File: src/rtl/my_gpio_pkg.sv
// Shared types and defaults for the debounced GPIO input block.
// Counter width and FSM state encoding live here.
package my_gpio_pkg;

  localparam int GPIO_DATA_WIDTH      = 8;
  localparam int GPIO_DEBOUNCE_CYCLES = 4;
  localparam int CNT_W                = 8;

  typedef enum logic {
    IDLE,
    COUNT
  } dbnc_state_e;

endpackage

File: src/rtl/my_gpio_input_if.sv
// Pin/CPU-facing bundle of the GPIO input block.
// master = CPU/pad side, slave = the GPIO block.
interface my_gpio_input_if #(
  parameter int DATA_WIDTH = 8
);

  logic [DATA_WIDTH-1:0] pins_in;
  logic                  ctrl_ack;
  logic [DATA_WIDTH-1:0] data_out;
  logic [DATA_WIDTH-1:0] change_mask;
  logic                  irq_out;

  modport master (
    output pins_in,
    output ctrl_ack,
    input  data_out,
    input  change_mask,
    input  irq_out
  );

  modport slave (
    input  pins_in,
    input  ctrl_ack,
    output data_out,
    output change_mask,
    output irq_out
  );

endinterface

File: src/rtl/my_synchronizer.sv
// Two-flop synchronizer for the raw switch inputs.
// Only the second stage is used downstream.
module my_synchronizer #(
  parameter int DATA_WIDTH = 8
) (
  input  logic                  clk,
  input  logic                  rst,
  input  logic [DATA_WIDTH-1:0] d_i,
  output logic [DATA_WIDTH-1:0] q_o
);

  logic [DATA_WIDTH-1:0] meta_q;
  logic [DATA_WIDTH-1:0] sync_q;

  always_ff @(posedge clk or negedge rst) begin
    if (!rst) begin
      meta_q <= '0;
      sync_q <= '0;
    end else begin
      meta_q <= d_i;
      sync_q <= meta_q;
    end
  end

  assign q_o = sync_q;

endmodule

File: src/rtl/my_gpio_input.sv
// Debounced GPIO input with sticky change mask and level irq.
// Define MY_GPIO_INPUT_IRQ_EN to build change_mask/irq_out.
module my_gpio_input
  import my_gpio_pkg::*;
#(
  parameter int DATA_WIDTH      = GPIO_DATA_WIDTH,
  parameter int DEBOUNCE_CYCLES = GPIO_DEBOUNCE_CYCLES
) (
  input  logic             clk,
  input  logic             rst,
  my_gpio_input_if.slave   bus
);

  localparam logic [CNT_W-1:0] LAST_CNT =
    CNT_W'(DEBOUNCE_CYCLES - 1);

  logic [DATA_WIDTH-1:0] sync;
  logic [DATA_WIDTH-1:0] cand_q;
  logic [DATA_WIDTH-1:0] data_q;
  logic [CNT_W-1:0]      cnt_q;
  dbnc_state_e           state_q;
  logic                  upd_d;
  logic [DATA_WIDTH-1:0] new_d;

  my_synchronizer #(
    .DATA_WIDTH(DATA_WIDTH)
  ) u_sync (
    .clk (clk),
    .rst (rst),
    .d_i (bus.pins_in),
    .q_o (sync)
  );

  // The COUNT entry edge is the first stable sample, so the
  // commit fires on the edge that would bring cnt to DEBOUNCE.
  always_comb begin
    upd_d = 1'b0;
    new_d = data_q;
    unique case (state_q)
      IDLE: begin
        if (sync != data_q && LAST_CNT == '0) begin
          upd_d = 1'b1;
          new_d = sync;
        end
      end
      COUNT: begin
        if (sync == cand_q && cnt_q >= LAST_CNT) begin
          upd_d = 1'b1;
          new_d = cand_q;
        end
      end
    endcase
  end

  always_ff @(posedge clk or negedge rst) begin
    if (!rst) begin
      state_q <= IDLE;
      cnt_q   <= '0;
      cand_q  <= '0;
      data_q  <= '0;
    end else begin
      if (upd_d) data_q <= new_d;
      unique case (state_q)
        IDLE: begin
          if (!upd_d && sync != data_q) begin
            state_q <= COUNT;
            cand_q  <= sync;
            cnt_q   <= CNT_W'(1);
          end else begin
            cnt_q <= '0;
          end
        end
        COUNT: begin
          if (upd_d) begin
            state_q <= IDLE;
            cnt_q   <= '0;
          end else if (sync != cand_q) begin
            if (sync == data_q) begin
              state_q <= IDLE;
              cnt_q   <= '0;
            end else begin
              cand_q <= sync;
              cnt_q  <= CNT_W'(1);
            end
          end else begin
            cnt_q <= cnt_q + CNT_W'(1);
          end
        end
      endcase
    end
  end

  assign bus.data_out = data_q;

`ifdef MY_GPIO_INPUT_IRQ_EN
  logic [DATA_WIDTH-1:0] mask_q;
  logic [DATA_WIDTH-1:0] mask_d;
  logic                  irq_q;

  // An ack on an update edge keeps only the freshly changed bits.
  always_comb begin
    mask_d = bus.ctrl_ack ? '0 : mask_q;
    if (upd_d) mask_d = mask_d | (new_d ^ data_q);
  end

  always_ff @(posedge clk or negedge rst) begin
    if (!rst) begin
      mask_q <= '0;
      irq_q  <= 1'b0;
    end else begin
      mask_q <= mask_d;
      irq_q  <= |mask_d;
    end
  end

  assign bus.change_mask = mask_q;
  assign bus.irq_out     = irq_q;
`else
  logic unused_ack;
  assign unused_ack      = bus.ctrl_ack;
  assign bus.change_mask = '0;
  assign bus.irq_out     = 1'b0;
`endif

endmodule
File: src/flat_wrapper.sv
// flat-port wrapper written by rule: the top's interface ports become plain ports
module my_gpio_input_flat import my_gpio_pkg::*;
#(
  parameter int DATA_WIDTH      = GPIO_DATA_WIDTH,
  parameter int DEBOUNCE_CYCLES = GPIO_DEBOUNCE_CYCLES
)
  (clk, rst, bus_pins_in, bus_ctrl_ack, bus_data_out, bus_change_mask, bus_irq_out);
  my_gpio_input_if #(.DATA_WIDTH(DATA_WIDTH)) bus_i ();
  input  logic clk;
  input  logic rst;
  input wire logic [$bits(bus_i.pins_in)-1:0] bus_pins_in;
  input wire logic [$bits(bus_i.ctrl_ack)-1:0] bus_ctrl_ack;
  output wire logic [$bits(bus_i.data_out)-1:0] bus_data_out;
  output wire logic [$bits(bus_i.change_mask)-1:0] bus_change_mask;
  output wire logic [$bits(bus_i.irq_out)-1:0] bus_irq_out;
  assign bus_i.pins_in = bus_pins_in;
  assign bus_i.ctrl_ack = bus_ctrl_ack;
  assign bus_data_out = bus_i.data_out;
  assign bus_change_mask = bus_i.change_mask;
  assign bus_irq_out = bus_i.irq_out;
  my_gpio_input #(.DATA_WIDTH(DATA_WIDTH), .DEBOUNCE_CYCLES(DEBOUNCE_CYCLES)) u_core (.clk(clk), .rst(rst), .bus(bus_i));
endmodule
File: config.mk
export PLATFORM = sky130hd
export DESIGN_NAME = my_gpio_input_flat
export DESIGN_NICKNAME = d
export VERILOG_FILES = /design/src/rtl/my_gpio_pkg.sv /design/src/rtl/my_gpio_input_if.sv /design/src/rtl/my_synchronizer.sv /design/src/rtl/my_gpio_input.sv /design/src/flat_wrapper.sv
export SDC_FILE = /design/constraint.sdc
export NUM_CORES = 1
export LEC_CHECK = 0
export ABC_AREA = 0
export ABC_CLOCK_PERIOD_IN_PS = 1880
export CORE_MARGIN = 2
export CORE_UTILIZATION = 45
export DETAILED_ROUTE_END_ITERATION = 7
export DONT_BUFFER_PORTS = 1
export RECOVER_POWER = 25
export SYNTH_ARGS = -nofsm -noshare
export SYNTH_HDL_FRONTEND = slang
export SYNTH_SLANG_ARGS = --single-unit
File: constraint.sdc
create_clock -name clk -period 1.88 [get_ports clk]
set_input_delay 0.376 -clock clk [delete_from_list [all_inputs] [get_ports clk]]
set_output_delay 0.376 -clock clk [all_outputs]
set_load 0.05 [all_outputs]
## Word level (Yosys, flattened, before mapping)

Cells that the tools add are included.

| word-level totals | value |
|---|---|
| register bits | 41 |
| bits in latches | 0 |
| RAM bits | 0 |
| ROM bits | 0 |
| bits of input ports | 11 |
| output and inout bits | 17 |
| word-level logic and storage cells | 39 |
| memories kept | 0 |

| operators by class | value |
|---|---|
| $add $sub $neg | 1 |
| multiply operators | 0 |
| divide/modulo/power cells | 0 |
| $lt $le $gt $ge | 1 |
| equality and inequality tests | 8 |
| shift-type cells | 0 |
| muxes and demuxes | 17 |
| bitwise operators | 1 |
| reduce and logical (&&, ||, !) cells | 5 |

Operators by type and width:

| cell | number |
|---|---|
| 2-to-1 mux 8 bit | 6 |
| case mux 8 bit (2 select lines) | 2 |
| == test 8 bit | 2 |
| inequality test 8 bit | 2 |
| adder 8 x 1 -> 8 bit, second input constant | 1 |
| greater-or-equal comparator 8 x 2 -> 1 bit, second input constant | 1 |
| 2-to-1 mux 1 bit | 8 |
| inequality test 2 bit, second input constant | 3 |
| AND reduction 4 bit | 1 |
| AND reduction 3 bit | 1 |
| logical AND 1 bit | 2 |
| inequality test 2 x 1 -> 1 bit, second input constant | 1 |
| case mux 1 bit (2 select lines) | 1 |
| zero test 1 bit | 1 |
| NOT 1 bit | 1 |

## Logic depth before layout (Yosys ltp)

Gate-level depths: netlist of the first run.

| logic depth | value |
|---|---|
| depth after elaboration | 8 |
| mapped depth | 5 |
| gate-level depth less buffers | 5 |

## Hierarchy

Synthesis of the first run repeated with hierarchy kept, for this count alone.

| unflattened totals | value |
|---|---|
| cell total of the unflattened synthesis | 105 |
| area total of the unflattened synthesis | 1559.0 um^2 |

By module, submodules not included:

| module | times used | cells each | area each (um^2) | sequential area each (um^2) |
|---|---|---|---|---|
| my_gpio_input | 1 | 89 | 1158.6 | 625.6 |
| my_synchronizer | 1 | 16 | 400.4 | 400.4 |

## Least setup slack after synthesis of the first run

OpenSTA, ideal clock, no wires.

| timing path | value |
|---|---|
| path type | flip-flop to flip-flop |
| start | register u_core.data_q[1] (netlist: u_core.bus.data_out[1]) |
| end | register u_core.cand_q[0] |
| setup time | 0.125 ns |
| arrival | 1.589 ns |
| data required time | 1.755 ns |
| path slack | 0.166 ns |
| stages on the path, launching flop included | 5 |
| path buffers | 0 |
| period minus slack after synthesis | 1.714 ns |
| path through | dfrtp_1 > xor2_1 > nor4_1 > nand2_1 > mux2_2 |

| on the way | value |
|---|---|
| longest elaborated chain between the ends | 4 |
| elaborated cells between the ends (all ways) | 6 |
| classes of those cells | eq/ne (4); reduce/logical (2) |

Ends and longest elaborated chain:

| element | line | source |
|---|---|---|
| from (decl) | my_gpio_input.sv:19 | `logic [DATA_WIDTH-1:0] data_q;` |
| from (signal assigned) | my_gpio_input.sv:62 | `if (upd_d) data_q <= new_d;` |
| inequality test 8 bit | - |  |
| logical AND 1 bit | my_gpio_input.sv:65 | `if (!upd_d && sync != data_q) begin` |
| inequality test 2 x 1 -> 1 bit (no source line) | - |  |
| AND reduction 4 bit (no source line) * | - |  |
| to (signal assigned) | my_gpio_input.sv:67 | `cand_q <= sync;` |
| to (signal assigned) | my_gpio_input.sv:82 | `cand_q <= sync;` |
| to (decl) | my_gpio_input.sv:18 | `logic [DATA_WIDTH-1:0] cand_q;` |

Mark *: on every way between the ends. The rest lies on a longest branch, timed or not.
A chain may end at the register's enable or synchronous reset.

## Final worst setup path of the first run

| timing path | value |
|---|---|
| start | register u_core.cnt_q[0] |
| end | register u_core.data_q[0] (netlist: u_core.bus.data_out[0]) |

| on the way | value |
|---|---|
| longest elaborated chain between the ends | 5 |

Ends and longest elaborated chain:

| element | line | source |
|---|---|---|
| from (decl) | my_gpio_input.sv:20 | `logic [CNT_W-1:0] cnt_q;` |
| from (signal assigned) | my_gpio_input.sv:86 | `cnt_q <= cnt_q + CNT_W'(1);` |
| greater-or-equal comparator 8 x 2 -> 1 bit * | my_gpio_input.sv:47 | `if (sync == cand_q && cnt_q >= LAST_CNT) begin` |
| logical AND 1 bit * | my_gpio_input.sv:47 |  |
| 2-to-1 mux 1 bit | my_gpio_input.sv:47 |  |
| 2-to-1 mux 1 bit | my_gpio_input.sv:39 | `unique case (state_q)` |
| AND reduction 3 bit (no source line) * | - |  |

Marks and branches as above.

==> qor.yml, run 1 <==
run_status:
  status: "complete, no violations"
critical_path:
  required_ns: 2.11
  startpoint: "u_core.cnt_q[0]"
  critical_path_class: "reg -> reg"
  timing.rr.start: "u_core.cnt_q[0]"
  endpoint_kind: "register"
  worstPathMaxFanout: 7
  cp-start-kind: "register"
  cp_data_arrival_time_ns: 2.11
global_routing:
  grt_max_degree: 42
  grt_pass1_vias: 795
  grt_antenna_before_repair: 0
  grt_overflow_total: 0
  grt_pass1_wl_um: 3750
  grt_usage_pct: 12.9
sta:
  setup_tns_ns: 0
  rsz0062_at_grt: "true"
  slew_violations: 0
  slew_headroom_pct: 36.3
  fmax_mhz: 534
  finalSetupViolCount: 0
  clock_skew_ns: 0.00957
  fin_crit_ns: 1.87
  fin_crit_sh_pct: 99.6
  finalHoldViolations: 0
  worst_pin_slew_ns: 0.955
route:
  drt-total-wl_um: 2120
  initialDrtViolationCount: 49
  drcViolationCount: 0
  dr.pass1.iters: 3
  via_per_inst: 4.51
  wl_per_cell_um: 12.1
  vias: 790
  drtAntennaViolNets: 0
power:
  vdd_drop_max_mv: 0.617
  cellLeakagePower_nw: 0.835
  powerDensity_nw_per_um2: 1020
worst_hold_path:
  hold_start: "bus_pins_in[4]"
  hp-class: "in -> reg"
run:
  cap_violations: 0
cells_and_area:
  drive_gt1_share_pct: 34.1
  syn2layout_area_growth_pct: 18.0
  fillers: 283
  regArea_um2: 1030
  finalNonFillerCells: 175
  insertedDiodeCount: 0
  finalNetCount: 140
  multi_input_comb_area_um2: 515
clock_tree:
  clock-sinks: 41
  path_clk_slew_ns: 0.11
  clk_latency_ns: 0.34
  cts_buffer_depth: 2
  root_buffer: "clkbuf_4"
  cts_tree: "done"
  htree_levels: 2
  cts_buffers: 5
floorplanning:
  die_x_um: 62.8
  die_h_um: 62.8
  io_pins: 28
  rows: 21
  core-area_um2: 3340
  die_area_um2: 3940
  start_util_pct: 46.6
yosys:
  postSynthCellCount: 98
  synth_area_um2: 1550
  yosysUniqueCellTypes: 17
  synth-seq-cells: 41
  ys_warn_count: 0
  yosysSeqAreaShare_pct: 66.0
  syn_area_per_cell_um2: 15.9
placement:
  dp_hpwl_um: 1480
  port_buffers: 0
  dpl.cell_count: 161
  gp_congestion: 0.654
## where the power goes
group | internal [mW] | switching [mW] | total (mW)
clock network | 0.316 | 0.272 | 0.588
registers | 0.940 | 0.0398 | 0.980
logic | 0.0954 | 0.199 | 0.295
total | 1.35 | 0.511 | 1.86
## worst paths after layout
kind	endpoint	slack [ns]	depth (start not counted)
setup / recovery	u_core.bus.data_out[0]	0.008	6
hold / removal	u_core.u_sync.meta_q[4]	0.05	0
setup reg to reg	u_core.bus.data_out[0]	0.008	6
hold reg to reg	u_core.u_sync.q_o[3]	0.36	0
max in group asynchronous	u_core.u_sync.meta_q[3]	0.58	2
min in group asynchronous	u_core.cnt_q[5]	0.71	2
## metrics by stage
step / setup WS (ns) / total power, mW / hold WS (ns) / util, % / cell area [um2]
after floorplan: 0.166 / 1.22 / 0.0804 / - / 1610
after global placement: -0.00307 / 1.27 / 0.0815 / 50.5 / 1690
after detailed placement: -0.0211 / 1.27 / 0.0814 / 50.5 / 1690
after CTS: 0.00458 / 1.89 / 0.0285 / 54.3 / 1810
after global routing: -0.0713 / 1.97 / 0.00338 / 55.0 / 1830
final: 0.00840 / 1.86 / 0.0469 / 55.0 / 1830
## cells by family after synthesis
kind of cell	share of synthesized area, %
AOI/OAI and AO/OA	0.644
xor gates and xnor gates	9.02
adders and majority gates	0.805
buffers and inverters	4.35
DFF	66.0
muxes	12.3
other	0.241
and+or+nand+nor	6.60
## metal layers
metal	global-route usage, %	wire length, um	up-vias
li1	-	-	374
met1	16.3	887	388
met2	19.5	1060	22
met3	5.41	121	6
met4	5.83	48	0
met5	0	0	-
## cell usage in the layout, fill, tap and decap left out
master          n
dlygate4sd3_1   4
nor4_4          2
buf_6           1
nor2b_1         1
ha_2            1
clkinvlp_4      1
mux2_2         17
clkbuf_8        1
and3_1          1
nand3_1         1
or4_4           1
nor3_1          1
clkbuf_4        5
xor2_1          8
nand2_1         2
xnor2_1         8
buf_4          12
nand4_1         1
bufinv_16       1
conb_1         15
nor4_1          2
dfrtp_1        41
clkbuf_2        1
o21ba_2         1
## synthesized netlist by cell type
library cell	n	share of area, %
dfrtp_1	41	66
mux2_2	17	12
buf_4	9	4.3
xnor2_1	8	4.5
xor2_1	8	4.5
nand2_1	2	0.48
nor4_1	2	0.81
nor4_4	2	2.7
and3_1	1	0.40
conb_1	1	0.24
ha_1	1	0.81
nand3_1	1	0.32
nand4_1	1	0.40
nor2b_1	1	0.40
nor3_1	1	0.32
o21ba_2	1	0.64
or4_4	1	0.72
## flip-flops by register name, summed over array words and instances, names as in the netlist
register,flops
u_core.state_q,1
u_core.u_sync.q_o,8
u_core.cand_q,8
u_core.cnt_q,8
u_core.bus.data_out,8
u_core.u_sync.meta_q,8
## layout make-up
class	instances	share of cell area, %
clock inverter	2	2.05
multi-input combinational	62	28.1
sequential	41	55.9
timing repair buffer	18	7.98
tap	46	3.14
clock buffer	6	2.80
## worst max-delay path, stage by stage, from the launching register on
cell and delay (ns):
dfrtp_1 0.40, ha_2 0.18, or4_4 0.43, nor4_4 0.27, nor4_4 0.07, buf_6 0.15, mux2_2 0.26
## what timing repair did
action | 4_1_cts | 5_1_grt
endpoints found under the hold margin | 41 | 3
gates resized for setup | 2 | 0
setup buffers | 0 | 1
hold buffers | 2 | 3
setup endpoints to repair | 6 | 8
No activity file was read; power rests on OpenSTA's default activity.
==> inputs of run 2 (changes only) <==
Settings changed: CTS_CLUSTER_SIZE set to 8.
==> results of run 2 <==
No change in the layout: final DEF, timing and power equal those of run 1.
==> inputs of run 3 (changes only) <==
Settings changed: CTS_CLUSTER_DIAMETER set to 50.
==> results of run 3 <==
No change in the layout: final DEF, timing and power equal those of run 1.
